--- src/rtl/dmem_port_arbiter_if.sv ---
`default_nettype none
// ============================================================================
// Module   : dmem_port_arbiter_if
// Brief    : CPU, loader and DataMemory signal bundle for dmem_port_arbiter.
// Revision : 1.0 - initial release
// ============================================================================
interface dmem_port_arbiter_if #(
    parameter int ADDR_W = 5,
    parameter int DATA_W = 32
);
    // CPU load/store path
    logic              cpu_rd;
    logic              cpu_wr;
    logic [ADDR_W-1:0] cpu_addr;
    logic [DATA_W-1:0] cpu_wdata;
    logic              cpu_stall;
    logic [DATA_W-1:0] cpu_rdata;
    logic              cpu_rvalid;

    // Loader / debug burst port
    logic              ldr_req;
    logic              ldr_we;
    logic [ADDR_W-1:0] ldr_addr;
    logic [3:0]        ldr_len;
    logic [DATA_W-1:0] ldr_wdata;
    logic              ldr_gnt;
    logic [DATA_W-1:0] ldr_rdata;
    logic              ldr_rvalid;
    logic              ldr_done;

    // DataMemory side
    logic [ADDR_W-1:0] mem_addr;
    logic [DATA_W-1:0] mem_wdata;
    logic              mem_we;
    logic              mem_re;
    logic [DATA_W-1:0] mem_rdata;

    // master: surrounding system (CPU, loader, DataMemory); slave: the arbiter
    modport master (
        output cpu_rd, cpu_wr, cpu_addr, cpu_wdata,
        input  cpu_stall, cpu_rdata, cpu_rvalid,
        output ldr_req, ldr_we, ldr_addr, ldr_len, ldr_wdata,
        input  ldr_gnt, ldr_rdata, ldr_rvalid, ldr_done,
        input  mem_addr, mem_wdata, mem_we, mem_re,
        output mem_rdata
    );

    modport slave (
        input  cpu_rd, cpu_wr, cpu_addr, cpu_wdata,
        output cpu_stall, cpu_rdata, cpu_rvalid,
        input  ldr_req, ldr_we, ldr_addr, ldr_len, ldr_wdata,
        output ldr_gnt, ldr_rdata, ldr_rvalid, ldr_done,
        output mem_addr, mem_wdata, mem_we, mem_re,
        input  mem_rdata
    );
endinterface

`default_nettype wire

--- src/rtl/dmem_port_arbiter.sv ---
`default_nettype none
// ============================================================================
// Module   : dmem_port_arbiter
// Brief    : Shares single-port DataMemory between CPU load/store and a burst
//            loader port. Define ARB_STARVE_GUARD_EN to enable loader
//            anti-starvation (forced grant after STARVE_LIMIT denied cycles).
// Revision : 1.0 - initial release
// ============================================================================
module dmem_port_arbiter #(
    parameter int ADDR_W       = 5,
    parameter int DATA_W       = 32,
    parameter int STARVE_LIMIT = 8
) (
    input  wire logic          CLOCK_50,
    input  wire logic          reset,
    dmem_port_arbiter_if.slave bus
);

    typedef enum logic [1:0] {
        ST_IDLE    = 2'd0,
        ST_CPU_RDW = 2'd1,
        ST_LDR     = 2'd2
    } state_t;

    state_t            state_q, state_d;
    logic [ADDR_W-1:0] addr_q,  addr_d;
    logic [3:0]        len_q,   len_d;
    logic [3:0]        cnt_q,   cnt_d;
    logic              we_q,    we_d;
    logic              done_q,  done_d;
    logic              rpend_q, rpend_d;
    logic              rldr_q,  rldr_d;

    logic              w_cpu_req;
    logic              w_starve_win;
    logic [ADDR_W-1:0] w_mem_addr;
    logic [DATA_W-1:0] w_mem_wdata;
    logic              w_mem_we;
    logic              w_mem_re;
    logic              w_ldr_gnt;
    logic              w_ldr_done;
    logic              w_cpu_stall;
    logic              w_cpu_rvalid;

    assign w_cpu_req = bus.cpu_rd | bus.cpu_wr;

    always_comb begin
        state_d     = state_q;
        addr_d      = addr_q;
        len_d       = len_q;
        cnt_d       = cnt_q;
        we_d        = we_q;
        done_d      = 1'b0;
        w_mem_addr  = '0;
        w_mem_wdata = '0;
        w_mem_we    = 1'b0;
        w_mem_re    = 1'b0;
        w_ldr_gnt   = 1'b0;
        w_ldr_done  = 1'b0;
        w_cpu_stall = 1'b0;

        // Outputs stay quiet for as long as reset is held, not just after the edge.
        if (reset) begin
            unique case (state_q)
                ST_IDLE: begin
                    w_ldr_done = done_q;
                    if (bus.ldr_req && (!w_cpu_req || w_starve_win)) begin
                        w_ldr_gnt   = 1'b1;
                        w_mem_addr  = bus.ldr_addr;
                        w_mem_we    = bus.ldr_we;
                        w_mem_re    = ~bus.ldr_we;
                        w_mem_wdata = bus.ldr_we ? bus.ldr_wdata : '0;
                        w_cpu_stall = w_cpu_req;
                        addr_d      = bus.ldr_addr + ADDR_W'(1);
                        len_d       = bus.ldr_len;
                        cnt_d       = 4'd1;
                        we_d        = bus.ldr_we;
                        if (bus.ldr_len == 4'd0) begin
                            done_d = 1'b1;
                        end else begin
                            state_d = ST_LDR;
                        end
                    end else if (bus.cpu_wr) begin
                        w_mem_addr  = bus.cpu_addr;
                        w_mem_we    = 1'b1;
                        w_mem_wdata = bus.cpu_wdata;
                    end else if (bus.cpu_rd) begin
                        w_mem_addr  = bus.cpu_addr;
                        w_mem_re    = 1'b1;
                        w_cpu_stall = 1'b1;
                        state_d     = ST_CPU_RDW;
                    end
                end

                // Data returns now; the still-asserted cpu_rd is the same load.
                ST_CPU_RDW: begin
                    state_d = ST_IDLE;
                end

                ST_LDR: begin
                    w_cpu_stall = w_cpu_req;
                    if (bus.ldr_req) begin
                        w_ldr_gnt   = 1'b1;
                        w_mem_addr  = addr_q;
                        w_mem_we    = we_q;
                        w_mem_re    = ~we_q;
                        w_mem_wdata = we_q ? bus.ldr_wdata : '0;
                        addr_d      = addr_q + ADDR_W'(1);
                        cnt_d       = cnt_q + 4'd1;
                        if (cnt_q == len_q) begin
                            done_d  = 1'b1;
                            state_d = ST_IDLE;
                        end
                    end else begin
                        w_ldr_done = 1'b1;
                        state_d    = ST_IDLE;
                    end
                end

                default: begin
                    state_d = ST_IDLE;
                end
            endcase
        end
    end

    // Return tag: remembers who issued the read so its data goes to the right port.
    always_comb begin
        rpend_d = w_mem_re;
        rldr_d  = w_mem_re & w_ldr_gnt;
    end

    always_ff @(posedge CLOCK_50 or negedge reset) begin
        if (!reset) begin
            state_q <= ST_IDLE;
            addr_q  <= '0;
            len_q   <= '0;
            cnt_q   <= '0;
            we_q    <= 1'b0;
            done_q  <= 1'b0;
            rpend_q <= 1'b0;
            rldr_q  <= 1'b0;
        end else begin
            state_q <= state_d;
            addr_q  <= addr_d;
            len_q   <= len_d;
            cnt_q   <= cnt_d;
            we_q    <= we_d;
            done_q  <= done_d;
            rpend_q <= rpend_d;
            rldr_q  <= rldr_d;
        end
    end

`ifdef ARB_STARVE_GUARD_EN
    localparam int c_starve_w = $clog2(STARVE_LIMIT + 1);
    localparam logic [c_starve_w-1:0] c_starve_max = c_starve_w'(STARVE_LIMIT);

    logic [c_starve_w-1:0] starve_q, starve_d;

    assign w_starve_win = (starve_q == c_starve_max);

    // Saturates at the limit so a long-denied loader keeps its claim.
    always_comb begin
        starve_d = starve_q;
        if (w_ldr_gnt) begin
            starve_d = '0;
        end else if (bus.ldr_req && (starve_q != c_starve_max)) begin
            starve_d = starve_q + c_starve_w'(1);
        end
    end

    always_ff @(posedge CLOCK_50 or negedge reset) begin
        if (!reset) begin
            starve_q <= '0;
        end else begin
            starve_q <= starve_d;
        end
    end
`else
    assign w_starve_win = 1'b0;
`endif

    assign w_cpu_rvalid   = rpend_q & ~rldr_q;

    assign bus.mem_addr   = w_mem_addr;
    assign bus.mem_wdata  = w_mem_wdata;
    assign bus.mem_we     = w_mem_we;
    assign bus.mem_re     = w_mem_re;
    assign bus.ldr_gnt    = w_ldr_gnt;
    assign bus.ldr_done   = w_ldr_done;
    assign bus.cpu_stall  = w_cpu_stall;
    assign bus.cpu_rvalid = w_cpu_rvalid;
    assign bus.cpu_rdata  = w_cpu_rvalid ? bus.mem_rdata : '0;
    assign bus.ldr_rvalid = rldr_q;
    assign bus.ldr_rdata  = rldr_q ? bus.mem_rdata : '0;

endmodule

`default_nettype wire

--- src/flat_wrapper.sv ---
// flat-port wrapper written by rule: the top's interface ports become plain ports
module dmem_port_arbiter_flat 
#(
    parameter int ADDR_W       = 5,
    parameter int DATA_W       = 32,
    parameter int STARVE_LIMIT = 8
)
  (CLOCK_50, reset, bus_cpu_rd, bus_cpu_wr, bus_cpu_addr, bus_cpu_wdata, bus_cpu_stall, bus_cpu_rdata, bus_cpu_rvalid, bus_ldr_req, bus_ldr_we, bus_ldr_addr, bus_ldr_len, bus_ldr_wdata, bus_ldr_gnt, bus_ldr_rdata, bus_ldr_rvalid, bus_ldr_done, bus_mem_addr, bus_mem_wdata, bus_mem_we, bus_mem_re, bus_mem_rdata);
  dmem_port_arbiter_if #(.ADDR_W(ADDR_W), .DATA_W(DATA_W)) bus_i ();
  input  wire logic CLOCK_50;
  input  wire logic reset;
  input wire logic [$bits(bus_i.cpu_rd)-1:0] bus_cpu_rd;
  input wire logic [$bits(bus_i.cpu_wr)-1:0] bus_cpu_wr;
  input wire logic [$bits(bus_i.cpu_addr)-1:0] bus_cpu_addr;
  input wire logic [$bits(bus_i.cpu_wdata)-1:0] bus_cpu_wdata;
  output wire logic [$bits(bus_i.cpu_stall)-1:0] bus_cpu_stall;
  output wire logic [$bits(bus_i.cpu_rdata)-1:0] bus_cpu_rdata;
  output wire logic [$bits(bus_i.cpu_rvalid)-1:0] bus_cpu_rvalid;
  input wire logic [$bits(bus_i.ldr_req)-1:0] bus_ldr_req;
  input wire logic [$bits(bus_i.ldr_we)-1:0] bus_ldr_we;
  input wire logic [$bits(bus_i.ldr_addr)-1:0] bus_ldr_addr;
  input wire logic [$bits(bus_i.ldr_len)-1:0] bus_ldr_len;
  input wire logic [$bits(bus_i.ldr_wdata)-1:0] bus_ldr_wdata;
  output wire logic [$bits(bus_i.ldr_gnt)-1:0] bus_ldr_gnt;
  output wire logic [$bits(bus_i.ldr_rdata)-1:0] bus_ldr_rdata;
  output wire logic [$bits(bus_i.ldr_rvalid)-1:0] bus_ldr_rvalid;
  output wire logic [$bits(bus_i.ldr_done)-1:0] bus_ldr_done;
  output wire logic [$bits(bus_i.mem_addr)-1:0] bus_mem_addr;
  output wire logic [$bits(bus_i.mem_wdata)-1:0] bus_mem_wdata;
  output wire logic [$bits(bus_i.mem_we)-1:0] bus_mem_we;
  output wire logic [$bits(bus_i.mem_re)-1:0] bus_mem_re;
  input wire logic [$bits(bus_i.mem_rdata)-1:0] bus_mem_rdata;
  assign bus_i.cpu_rd = bus_cpu_rd;
  assign bus_i.cpu_wr = bus_cpu_wr;
  assign bus_i.cpu_addr = bus_cpu_addr;
  assign bus_i.cpu_wdata = bus_cpu_wdata;
  assign bus_cpu_stall = bus_i.cpu_stall;
  assign bus_cpu_rdata = bus_i.cpu_rdata;
  assign bus_cpu_rvalid = bus_i.cpu_rvalid;
  assign bus_i.ldr_req = bus_ldr_req;
  assign bus_i.ldr_we = bus_ldr_we;
  assign bus_i.ldr_addr = bus_ldr_addr;
  assign bus_i.ldr_len = bus_ldr_len;
  assign bus_i.ldr_wdata = bus_ldr_wdata;
  assign bus_ldr_gnt = bus_i.ldr_gnt;
  assign bus_ldr_rdata = bus_i.ldr_rdata;
  assign bus_ldr_rvalid = bus_i.ldr_rvalid;
  assign bus_ldr_done = bus_i.ldr_done;
  assign bus_mem_addr = bus_i.mem_addr;
  assign bus_mem_wdata = bus_i.mem_wdata;
  assign bus_mem_we = bus_i.mem_we;
  assign bus_mem_re = bus_i.mem_re;
  assign bus_i.mem_rdata = bus_mem_rdata;
  dmem_port_arbiter #(.ADDR_W(ADDR_W), .DATA_W(DATA_W), .STARVE_LIMIT(STARVE_LIMIT)) u_core (.CLOCK_50(CLOCK_50), .reset(reset), .bus(bus_i));
endmodule
--- config.mk ---
export PLATFORM = sky130hd
export DESIGN_NAME = dmem_port_arbiter_flat
export DESIGN_NICKNAME = d
export VERILOG_FILES = /design/src/rtl/dmem_port_arbiter_if.sv /design/src/rtl/dmem_port_arbiter.sv /design/src/flat_wrapper.sv
export SDC_FILE = /design/constraint.sdc
export NUM_CORES = 1
export LEC_CHECK = 0
export ABC_AREA = 0
export CORE_MARGIN = 2
export CORE_UTILIZATION = 28
export DETAILED_ROUTE_END_ITERATION = 16
export GPL_TIMING_DRIVEN = 1
export PLACE_DENSITY = 0.78
export SYNTH_ARGS = -nofsm -noshare
export SYNTH_HDL_FRONTEND = slang
export SYNTH_SLANG_ARGS = --single-unit
--- constraint.sdc ---
create_clock -name CLOCK_50 -period 2.45 [get_ports CLOCK_50]
set_input_delay 0.245 -clock CLOCK_50 [delete_from_list [all_inputs] [get_ports CLOCK_50]]
set_output_delay 0.245 -clock CLOCK_50 [all_outputs]
set_load 0.01 [all_outputs]
; ---- Yosys cells after proc, flatten, opt, wreduce, memory -nomap -nowiden
; Index checks and enable logic that the tools add are counted.
[totals]
output_inout_bits = 108
wordCells = 88
ff_bits = 19
input_bits = 116
[classes]
n_eq_ne = 8
bitwise_logic = 6
muxes = 55
reduce_logical = 8
addsub = 3
[op_table]
columns = operator, count
row1 = 2-to-1 mux 32 bit, 8
row2 = case mux 32 bit (2 select lines), 1
row3 = 2-to-1 mux 5 bit, 7
row4 = 2-to-1 mux 1 bit, 21
row5 = case mux 5 bit (2 select lines), 2
row6 = 2-to-1 mux 2 bit, 6
row7 = case mux 1 bit (2 select lines), 6
row8 = "adder 5 x 1 -> 5 bit, second input constant", 2
row9 = "inequality test 3 x 2 -> 1 bit, second input constant", 3
row10 = 2-to-1 mux 4 bit, 2
row11 = case mux 4 bit (2 select lines), 1
row12 = AND reduction 5 bit, 1
row13 = "adder 4 x 1 -> 4 bit, second input constant", 1
row14 = equality test 4 bit, 1
row15 = zero test 4 bit, 1
row16 = case mux 2 bit (2 select lines), 1
row17 = AND reduction 4 bit, 1
row18 = "inequality test 3 bit, second input constant", 1
row19 = NOT 1 bit, 3
row20 = AND reduction 3 bit, 1
row21 = bitwise AND 1 bit, 2
row22 = "equality test 2 bit, second input constant", 1
row23 = zero test 2 bit, 1
row24 = "inequality test 2 x 1 -> 1 bit, second input constant", 1
row25 = 5 further kinds, 5

; ---- Depth between registers and ports, before layout
; Gate-level depths: netlist (run 1).
[logic_depth]
depth_word = 7
mapped_depth = 9
depth_no_buf = 7

; ---- Worst setup path before layout (run 1)
; OpenSTA, ideal clock, no wires.
[synth_timing]
path_kind = register -> register
startpoint = reg u_core.state_q[1]
endpoint = reg u_core.addr_q[4]
path_buffers = 2
setup_ns = 0.077
path_stages_with_launch = 10
arrival_time_ns = 1.788
slack_ns = 0.584
period_less_slack_ns = 1.866
cell_sequence = dfrtp_1 buf_6 nor2b_1 buf_2 mux2_1 ha_1 nand3_1 xnor2_1 o22ai_1 a21oi_1
[synth_between]
elab_chain_cells = 3
word_cells_on_any_way = 7
cone_classes = eq/ne (3) / mux (1) / reduce/logical (3)
[synth_lines]
columns = element, line
row1 = from (decl), dmem_port_arbiter.sv:25  ; state_t state_q, state_d;
row2 = from (signal assigned), dmem_port_arbiter.sv:144  ; state_q <= state_d;
row3 = equality test 2 bit / zero test 2 bit (equally long branches), dmem_port_arbiter.sv:64  ; unique case (state_q)
row4 = "inequality test 2 bit (no source line), or another cell as far along", -
row5 = AND reduction 4 bit (no source line), -
row6 = to (signal assigned), dmem_port_arbiter.sv:145  ; addr_q <= addr_d;
row7 = to (decl), dmem_port_arbiter.sv:26  ; logic [ADDR_W-1:0] addr_q, addr_d;
; Several ways; a longest one is shown, not always the timed one.
; A chain may end at the register's enable or synchronous reset.

; ---- Worst setup path in the final report (run 1)
[layout_timing]
startpoint = reg u_core.state_q[0]
endpoint = out bus_mem_wdata[27]
[layout_between]
elab_chain_cells = 3
word_cells_on_any_way = 4
cone_classes = eq/ne (1) / mux (2) / reduce/logical (1)
[layout_lines]
columns = element, line
row1 = equality test 2 bit / zero test 2 bit (equally long branches), dmem_port_arbiter.sv:64
row2 = case mux 32 bit (2 select lines) (*), dmem_port_arbiter.sv:64
row3 = 2-to-1 mux 32 bit (*), dmem_port_arbiter.sv:63  ; if (reset) begin
row4 = to (decl), flat_wrapper.sv:29  ; output wire logic [$bits(bus_i.mem_wdata)-1:0] bus_mem_wdata;
; Every way passes the cells marked *; elsewhere a longest branch is shown, timed or not.

==> qor.tcl, run 1 <==
set qor(arrival_ps) 2130
set qor(synth_edf_count) 0
set qor(groute.usage.overall) 0.2428
set qor(floorplan.initialDensity) 0.2922
set qor(internal-power_uw) 1531
set qor(placer_congestion_estimate) 0.9070
set qor(synth_async_sr_flop_share) 1.000
set qor(final.hold.worst_slack_ps) 478.9
set qor(pwr_density_cell_nw_per_um2) 545.3
set qor(power.combinational.fraction) 0.673
set qor(switching_share) 0.3820
set qor(final-setup-viol-count) 0
set qor(postSynthNetCount) 356
set qor(maxCapViolCount) 0
set qor(power.share.sequential) 0.240
set qor(tritoncts.num_buffers) 3
set qor(critical_path.slowest_cell) {sky130_fd_sc_hd__clkdlybuf4s50_1}
set qor(synth_cell_type_count) 46
set qor(min_path_type) {input port to register}
set qor(number_of_inserted_diodes) 0
set qor(dpl.hpwl_um) 9129
set qor(timing.critical_path.slowest_cell_delay_ps) 550
set qor(regArea_um2) 478.0
set qor(ys_seq_elements) 19
set qor(p_clk_frac) 0.088
set qor(vias) 2779
set qor(nets) 588
set qor(dieArea_um2) 7861
set qor(die_w_um) 88.66
set qor(die_h_um) 88.66
set qor(finalHoldViolations) 0
set qor(yosysWarningCount) 0
set qor(synthesized_instance_count) 238
set qor(tritoncts) {yes}
set qor(clockBufferDepth) 2
set qor(cp_max_fo) 20
set qor(timing_max_transition_violations_final) 0
set qor(rsz0062_at_grt) {no}
set qor(post-layout-total-power_uw) 2478
set qor(clock_insertion_delay_worst_skew_ps) 250
set qor(syn-cell-area_um2) 2007
set qor(multi_input_gate_area_um2) 1439
set qor(core_region_area_um2) 6869
set qor(critical_path.endpoint_type) {output port}
set qor(postSynth.topFlopCell) {sky130_fd_sc_hd__dfrtp_1}
set qor(worst_hold_startpoint) {bus_ldr_req}
set qor(leakage_uw) 0.001841
set qor(num-fill-cells) 596
set qor(drt_wl_total_um) 10570
set qor(route.detailed.vias_per_inst) 4.919
set qor(first_pass_grt_wire_length_um) 14320
set qor(clock_slew_at_reported_path_ffs_ps) 70
set qor(max_fclk_mhz) 421.9
set qor(clock-root-buffer) {sky130_fd_sc_hd__clkbuf_8}
set qor(io-pin-count) 224
set qor(worstPathCellList) {nand2b_4 -> nor3b_4 -> buf_12 -> a22o_1 -> clkdlybuf4s50_1}
set qor(finClkSkew_ps) 7.507
set qor(post-route-drc-count) 0
set qor(hold-path-cell-count) 4
set qor(power.switching_uw) 946.8
set qor(cpLargestDelayFamily) {buffers and inverters}
set qor(r2r_slack_ps) 350
set qor(finalCritPeriodShare) 0.9675
set qor(number_of_levels_in_the_clock_h_tree) 1
set qor(hold_end) {u_core.bus.ldr_rvalid$_DFF_PN0_}
set qor(grt_antenna_before_repair) 0
set qor(status) {finished clean}
set qor(synth.avg_cell_area_um2) 8.432
set qor(postRouteAntennaNets) 0
set qor(min_period_ps) 2370
set qor(slew_headroom) 0.6850
set qor(crit_type) {register to output port}
set qor(worstMarginPinSlew_ps) 468.2
set qor(timing.critical_path.required_ps) 2200
set qor(drt_pre_antenna_iters) 4
set qor(grt_remaining_overflow) 0
set qor(cell_count_of_the_worst_reg_to_reg_path) 8
set qor(tritoncts_num_sinks) 19
set qor(detailed_route_wire_length_per_cell_um) 18.71
set qor(grt_max_degree) 34
set qor(io_buffer_count) 223
set qor(grt_pass1_vias) 2556
set qor(syn2layout_area_growth_pct) 126.4
set qor(crit-reg2reg-launch) {u_core.state_q[1]$_DFFE_PN0P_}
set qor(drt_iter0_markers) 103
set qor(worstPathBufferInverterCount) 2
set qor(yosysSeqAreaShare) 0.2369
set qor(ir_worst_vdd_mv) 0.4343
set qor(worstSetupStartpointType) {register}
set qor(critical_path.reg2reg.endpoint) {u_core.addr_q[4]$_DFFE_PN0P_}
set qor(row_count) 30
set qor(post_route_cells_drive_above_1_share) 0.1002
==> sequential cells by signal, indices dropped and copies added (netlist names) <==
name,flops
u_core.bus.ldr_rvalid,1
u_core.addr_q,5
u_core.state_q,2
u_core.rpend_q,1
u_core.len_q,4
u_core.cnt_q,4
u_core.we_q,1
u_core.done_q,1
==> worst max-delay path by stage <==
stage                                  start                           end  slack (ps)  depth (start not counted)
2_1_floorplan  u_core.state_q[1]$_DFFE_PN0P_  u_core.addr_q[4]$_DFFE_PN0P_         580                          9
3_3_place_gp                     bus_ldr_req              bus_mem_wdata[4]          60                          7
3_5_place_dp                     bus_ldr_req             bus_mem_wdata[28]         -20                          7
4_1_cts        u_core.state_q[1]$_DFFE_PN0P_             bus_mem_wdata[27]           2                          6
5_1_grt        u_core.state_q[0]$_DFFE_PN0P_             bus_mem_wdata[15]          10                          5
6_report       u_core.state_q[0]$_DFFE_PN0P_             bus_mem_wdata[27]          80                          5
==> cell type report <==
cell class              instances  area share
clock buffers                   4    0.009912
multi-input cells             196      0.3166
well taps                      96     0.02643
inverters                       4    0.003855
repair buffers                246      0.5380
flip-flops and latches         19      0.1052
==> layer usage <==
layer | global-route usage | part of all wire | up-vias
met5 | 0 | 0 | -
met4 | 0.1281 | 0.053 | 0
li1 | - | - | 1323
met1 | 0.2376 | 0.32 | 1295
met2 | 0.4722 | 0.56 | 133
met3 | 0.04851 | 0.068 | 28
==> metrics by stage <==
| step | cell area, um2 | utilization | setup slack (ps) | instances | TNS, ps |
|---|---|---|---|---|---|
| 2_1_floorplan | 2007 | - | 584.3 | 238 | 0 |
| 3_3_place_gp | 4447 | 0.6474 | 60.92 | 560 | 0 |
| 3_5_place_dp | 4447 | 0.6474 | -20.28 | 560 | -71.72 |
| 4_1_cts | 4514 | 0.6572 | 2.091 | 564 | 0 |
| 5_1_grt | 4544 | 0.6616 | 12.90 | 565 | 0 |
| 6_report | 4544 | 0.6616 | 79.63 | 565 | 0 |
==> worst min-delay path, delay by kind of cell <==
kind                   cells  cell delay [ps]
AND/OR/NAND/NOR            1               50
buffers and inverters      3              390
==> synthesized netlist by cell type (all sizes together), types with 5 or more instances <==
| cell | instances | share of area |
|---|---|---|
| a21oi | 12 | 0.030 |
| a222oi | 5 | 0.025 |
| a22o | 32 | 0.14 |
| and2 | 65 | 0.20 |
| buf | 12 | 0.041 |
| clkbuf | 7 | 0.013 |
| dfrtp | 19 | 0.24 |
| mux2 | 7 | 0.049 |
| nand2 | 13 | 0.028 |
| nand2b | 5 | 0.016 |
| nand3 | 6 | 0.015 |
| nor2 | 9 | 0.018 |
==> placed cells by master (no fill, tap or decap), types with 2 or more instances in the layout <==
master                            count
sky130_fd_sc_hd__buf_4               19
sky130_fd_sc_hd__xor2_1               4
sky130_fd_sc_hd__inv_1                3
sky130_fd_sc_hd__xnor2_1              4
sky130_fd_sc_hd__a21oi_1             12
sky130_fd_sc_hd__clkdlybuf4s50_1    220
sky130_fd_sc_hd__dfrtp_1             17
sky130_fd_sc_hd__o22ai_1              2
sky130_fd_sc_hd__and2_1              64
sky130_fd_sc_hd__ha_1                 2
sky130_fd_sc_hd__buf_6                2
sky130_fd_sc_hd__a31oi_1              2
sky130_fd_sc_hd__nor4_1               2
sky130_fd_sc_hd__nand2_1             12
sky130_fd_sc_hd__nor2b_1              3
sky130_fd_sc_hd__nor2_1               8
sky130_fd_sc_hd__dlymetal6s2s_1       3
sky130_fd_sc_hd__mux2i_1              2
sky130_fd_sc_hd__buf_12               2
sky130_fd_sc_hd__mux2_4               5
sky130_fd_sc_hd__dfrtp_2              2
sky130_fd_sc_hd__a222oi_1             5
sky130_fd_sc_hd__nor3_1               2
sky130_fd_sc_hd__clkbuf_8             3
sky130_fd_sc_hd__nand3_1              6
sky130_fd_sc_hd__a22o_1              32
sky130_fd_sc_hd__nand2b_1             4
sky130_fd_sc_hd__a211oi_2             2
==> power groups by stage <==
stage | Sequential [uW] | Clock [uW] | Combinational [uW]
after global placement | 583 | 0 | 1590
final | 594 | 217 | 1670
after detailed placement | 595 | 0 | 1630
after global routing | 610 | 234 | 1800
after CTS | 598 | 220 | 1650
after floorplan | 540 | 0 | 855
==> repair_timing <==
item                                    4_1_cts  5_1_grt
endpoints found under the setup margin       32       36
cloned                                        0        0
pin swaps                                     2        1
buffers inserted                              0        1
hold buffers                                  0        0
resized for setup                             7        7
==> kinds of logic (layout without fill, tap and decap cells) <==
family	Yosys count	after routing	share of synthesized area
flip-flops	19	19	0.2369
buffers and inverters	23	254	0.06297
AND/OR/NAND/NOR	113	113	0.3367
adder cells (fa/ha/maj)	2	2	0.01247
XOR/XNOR	8	8	0.03491
AO/OA/AOI/OAI	64	64	0.2575
multiplexers	9	9	0.05860
(Power assumes the default switching activity.)
==> run 2: changes to the inputs <==
- PLACE_DENSITY: 0.78 -> default
- PLACE_DENSITY_LB_ADDON: default -> 0.15
- SETUP_SLACK_MARGIN: default -> 0.2
==> run 2 against run 1 <==
Net effect: sequential power shrank 3%; largest power group unchanged; clock power grew 7%; critical endpoint is now bus_mem_wdata[0]; maximum frequency grew 7.4%; largest cell class unchanged; setup slack gained 160 ps.
==> qor.tcl, run 2 (synthesis gave the netlist of run 1 again) <==
set qor(final_cell_mix) {sky130_fd_sc_hd__clkdlybuf4s50_1 (182), sky130_fd_sc_hd__and2_1 (64), sky130_fd_sc_hd__a22o_1 (32)} ;# was sky130_fd_sc_hd__clkdlybuf4s50_1 (220), sky130_fd_sc_hd__and2_1 (64), sky130_fd_sc_hd__a22o_1 (32)
set qor(number_of_inserted_diodes) 0 ;# unchanged
set qor(postRouteAntennaNets) 0 ;# unchanged
set qor(mostFrequentLayoutCell) {sky130_fd_sc_hd__clkdlybuf4s50_1} ;# unchanged
set qor(post-layout-total-power_uw) 2468 ;# was 2478 uW
set qor(timing.critical_path.slowest_cell_delay_ps) 440 ;# was 550 ps
set qor(cpLargestDelayFamily) {buffers and inverters} ;# unchanged
set qor(dpl.hpwl_um) 7959 ;# was 9129 um
set qor(critical_path.endpoint_type) {output port} ;# unchanged
set qor(die_w_um) 88.66 ;# unchanged
set qor(io_buffer_count) 223 ;# unchanged
set qor(ir_worst_vdd_mv) 0.6144 ;# was 0.4343 mV
set qor(grt_pass1_vias) 2529 ;# was 2556
set qor(largest_register_ffs) 5 ;# unchanged
set qor(tritoncts) {yes} ;# unchanged
set qor(setup_total_negative_slack_ps) 0 ;# unchanged
set qor(grt_max_degree) 34 ;# unchanged
set qor(power.share.sequential) 0.233 ;# was 0.240
set qor(slew_headroom) 0.7250 ;# was 0.6850
set qor(grt_antenna_before_repair) 0 ;# unchanged
set qor(max_fclk_mhz) 453.2 ;# was 421.9 MHz
set qor(timing.critical_path.required_ps) 2200 ;# about the same
set qor(maxCapViolCount) 0 ;# unchanged
set qor(min_path_type) {input port to asynchronous set/reset pin} ;# was input port to register
set qor(internal-power_uw) 1512 ;# was 1531 uW
set qor(placer_congestion_estimate) 0.8030 ;# was 0.9070
set qor(finClkSkew_ps) 0.7073 ;# was 7.507 ps
set qor(drt_wl_total_um) 9849 ;# was 10570 um
set qor(min_period_ps) 2207 ;# was 2370 ps
set qor(power.combinational.fraction) 0.673 ;# about the same
set qor(leakage_uw) 0.002177 ;# was 0.001841 uW
set qor(row_count) 30 ;# unchanged
set qor(grt_remaining_overflow) 0 ;# unchanged
set qor(p_clk_frac) 0.094 ;# was 0.088
set qor(timing_max_transition_violations_final) 0 ;# unchanged
set qor(die_h_um) 88.66 ;# unchanged
set qor(rsz0062_at_grt) {yes} ;# was no
set qor(cts_hold_repair.buffers) 0 ;# unchanged
set qor(worstSetupStartpointType) {register} ;# unchanged
set qor(clockBufferDepth) 2 ;# unchanged
set qor(largest_registers) {u_core.addr_q: 5 flops, u_core.cnt_q: 4 flops, u_core.len_q: 4 flops} ;# unchanged
set qor(finalCritPeriodShare) 0.9007 ;# was 0.9675
set qor(pwr_density_cell_nw_per_um2) 538.3 ;# was 545.3 nW/um2
set qor(dieArea_um2) 7861 ;# unchanged
set qor(core_region_area_um2) 6869 ;# unchanged
set qor(syn2layout_area_growth_pct) 128.4 ;# was 126.4%
set qor(switching_share) 0.3874 ;# was 0.3820
set qor(clock_slew_at_reported_path_ffs_ps) 80 ;# was 70 ps
set qor(worstMarginPinSlew_ps) 408.7 ;# was 468.2 ps
set qor(drt_iter0_markers) 105 ;# was 103
set qor(groute.usage.overall) 0.2289 ;# was 0.2428
set qor(first_pass_grt_wire_length_um) 13930 ;# was 14320 um
set qor(arrival_ps) 1960 ;# was 2130 ps
set qor(drt_pre_antenna_iters) 4 ;# unchanged
set qor(post-route-drc-count) 0 ;# unchanged
set qor(floorplan.initialDensity) 0.2922 ;# unchanged
set qor(worstPathCellList) {and3b_2 -> a32oi_4 -> nor2_4 -> buf_12 -> buf_16 -> buf_4 -> a22o_1 -> clkbuf_2} ;# was nand2b_4 -> nor3b_4 -> buf_12 -> a22o_1 -> clkdlybuf4s50_1
set qor(io-pin-count) 224 ;# unchanged
set qor(max_flop_register) {u_core.addr_q} ;# unchanged
set qor(detailed_route_wire_length_per_cell_um) 17.34 ;# was 18.71 um
set qor(status) {finished clean} ;# unchanged
set qor(number_of_levels_in_the_clock_h_tree) 1 ;# unchanged
set qor(power.switching_uw) 955.9 ;# was 946.8 uW
set qor(route.detailed.vias_per_inst) 4.692 ;# was 4.919
set qor(finalHoldViolations) 0 ;# unchanged
set qor(worstPathBufferInverterCount) 4 ;# was 2
set qor(final-setup-viol-count) 0 ;# unchanged
set qor(clock-root-buffer) {sky130_fd_sc_hd__clkbuf_8} ;# unchanged
set qor(critical_path.slowest_cell) {sky130_fd_sc_hd__dfrtp_2} ;# was sky130_fd_sc_hd__clkdlybuf4s50_1
set qor(tritoncts_num_sinks) 19 ;# unchanged
set qor(cp_max_fo) 6 ;# was 20
set qor(vias) 2665 ;# was 2779
set qor(crit_type) {register to output port} ;# unchanged
set qor(num-fill-cells) 567 ;# was 596
set qor(tritoncts.num_buffers) 3 ;# unchanged
set qor(clock_insertion_delay_worst_skew_ps) 260 ;# was 250 ps
set qor(nets) 591 ;# was 588
set qor(post_route_cells_drive_above_1_share) 0.1462 ;# was 0.1002
[run 2: changes by cell type in the layout (fill, tap and decap cells not counted), sizes merged]
cell / previous run / this run
clkdlybuf4s50: 220 / 182
dlymetal6s2s: 3 / 19
clkbuf: 4 / 18
dlygate4sd2: 0 / 7
buf: 23 / 26
clkinvlp: 0 / 1
[run 2: worst reg2reg max path, stage by stage, from the launching register on]
cell and delay [ps]:
sky130_fd_sc_hd__dfrtp_2 440, sky130_fd_sc_hd__buf_4 170, sky130_fd_sc_hd__nor2b_1 230, sky130_fd_sc_hd__mux2_2 380, sky130_fd_sc_hd__ha_1 240, sky130_fd_sc_hd__nand3_1 110, sky130_fd_sc_hd__xnor2_1 120, sky130_fd_sc_hd__o22ai_1 90
sky130_fd_sc_hd__a21oi_1 130
[run 2: final cells by class]
| class | count | area, um2 | area share |
|---|---|---|---|
| sequential | 19 | 478.0 | 0.1043 |
| inverter | 4 | 17.52 | 0.003821 |
| tap | 96 | 120.1 | 0.02620 |
| multi-input combinational | 196 | 1455 | 0.3174 |
| clock buffer | 3 | 41.29 | 0.009007 |
| clock inverter | 1 | 7.507 | 0.001638 |
| timing repair buffer | 249 | 2465 | 0.5377 |
[run 2: final timing paths]
path                                               start                         endpoint  slack, ps  depth (start not counted)
max                        u_core.state_q[1]$_DFFE_PN0P_                 bus_mem_wdata[0]        240                          8
min                                                reset    u_core.state_q[0]$_DFFE_PN0P_        350                          2
max reg2reg                u_core.state_q[0]$_DFFE_PN0P_     u_core.addr_q[4]$_DFFE_PN0P_        460                          8
min reg2reg                  u_core.len_q[2]$_DFFE_PN0P_      u_core.len_q[2]$_DFFE_PN0P_        540                          1
max in group asynchronous                          reset    u_core.state_q[1]$_DFFE_PN0P_       1620                          3
min in group CLOCK_50                        bus_ldr_req  u_core.bus.ldr_rvalid$_DFF_PN0_        440                          4
[run 2: layer usage]
| layer | track usage | share of wire | wire length, um |
|---|---|---|---|
| met1 | 0.2936 | 0.42 | 4092 |
| met2 | 0.4125 | 0.52 | 5120 |
| met3 | 0.02799 | 0.055 | 546 |
| met4 | 0.04408 | 0.0090 | 89 |
| met5 | 0 | 0 | 0 |
[run 2: stage by stage]
step | setup WS, ps | instances | hold WS, ps | utilization | area [um2]
after floorplan | 584.3 | 238 | -50.59 | - | 2007
after global placement | 17.86 | 557 | 516.2 | 0.6463 | 4439
after detailed placement | 5.391 | 557 | 524.1 | 0.6463 | 4439
after CTS | 17.30 | 567 | 347.1 | 0.6627 | 4552
after global routing | 189.7 | 568 | 350.3 | 0.6674 | 4584
final | 243.2 | 568 | 345.6 | 0.6674 | 4584
[run 2: what timing repair did]
| action | CTS | global route |
|---|---|---|
| gates cloned | 1 | 0 |
| hold endpoints to repair | 0 | 0 |
| endpoints found under the setup margin | 39 | 47 |
| pin swaps | 1 | 3 |
| buffers inserted | 5 | 1 |
| gates resized for setup | 32 | 53 |
[run 2: power by group through the flow]
stage	registers [uW]	clock network (uW)	logic (uW)
2_1_floorplan	540	0	855
3_3_place_gp	576	0	1600
3_5_place_dp	579	0	1630
4_1_cts	571	237	1660
5_1_grt	593	251	1790
6_report	575	232	1660
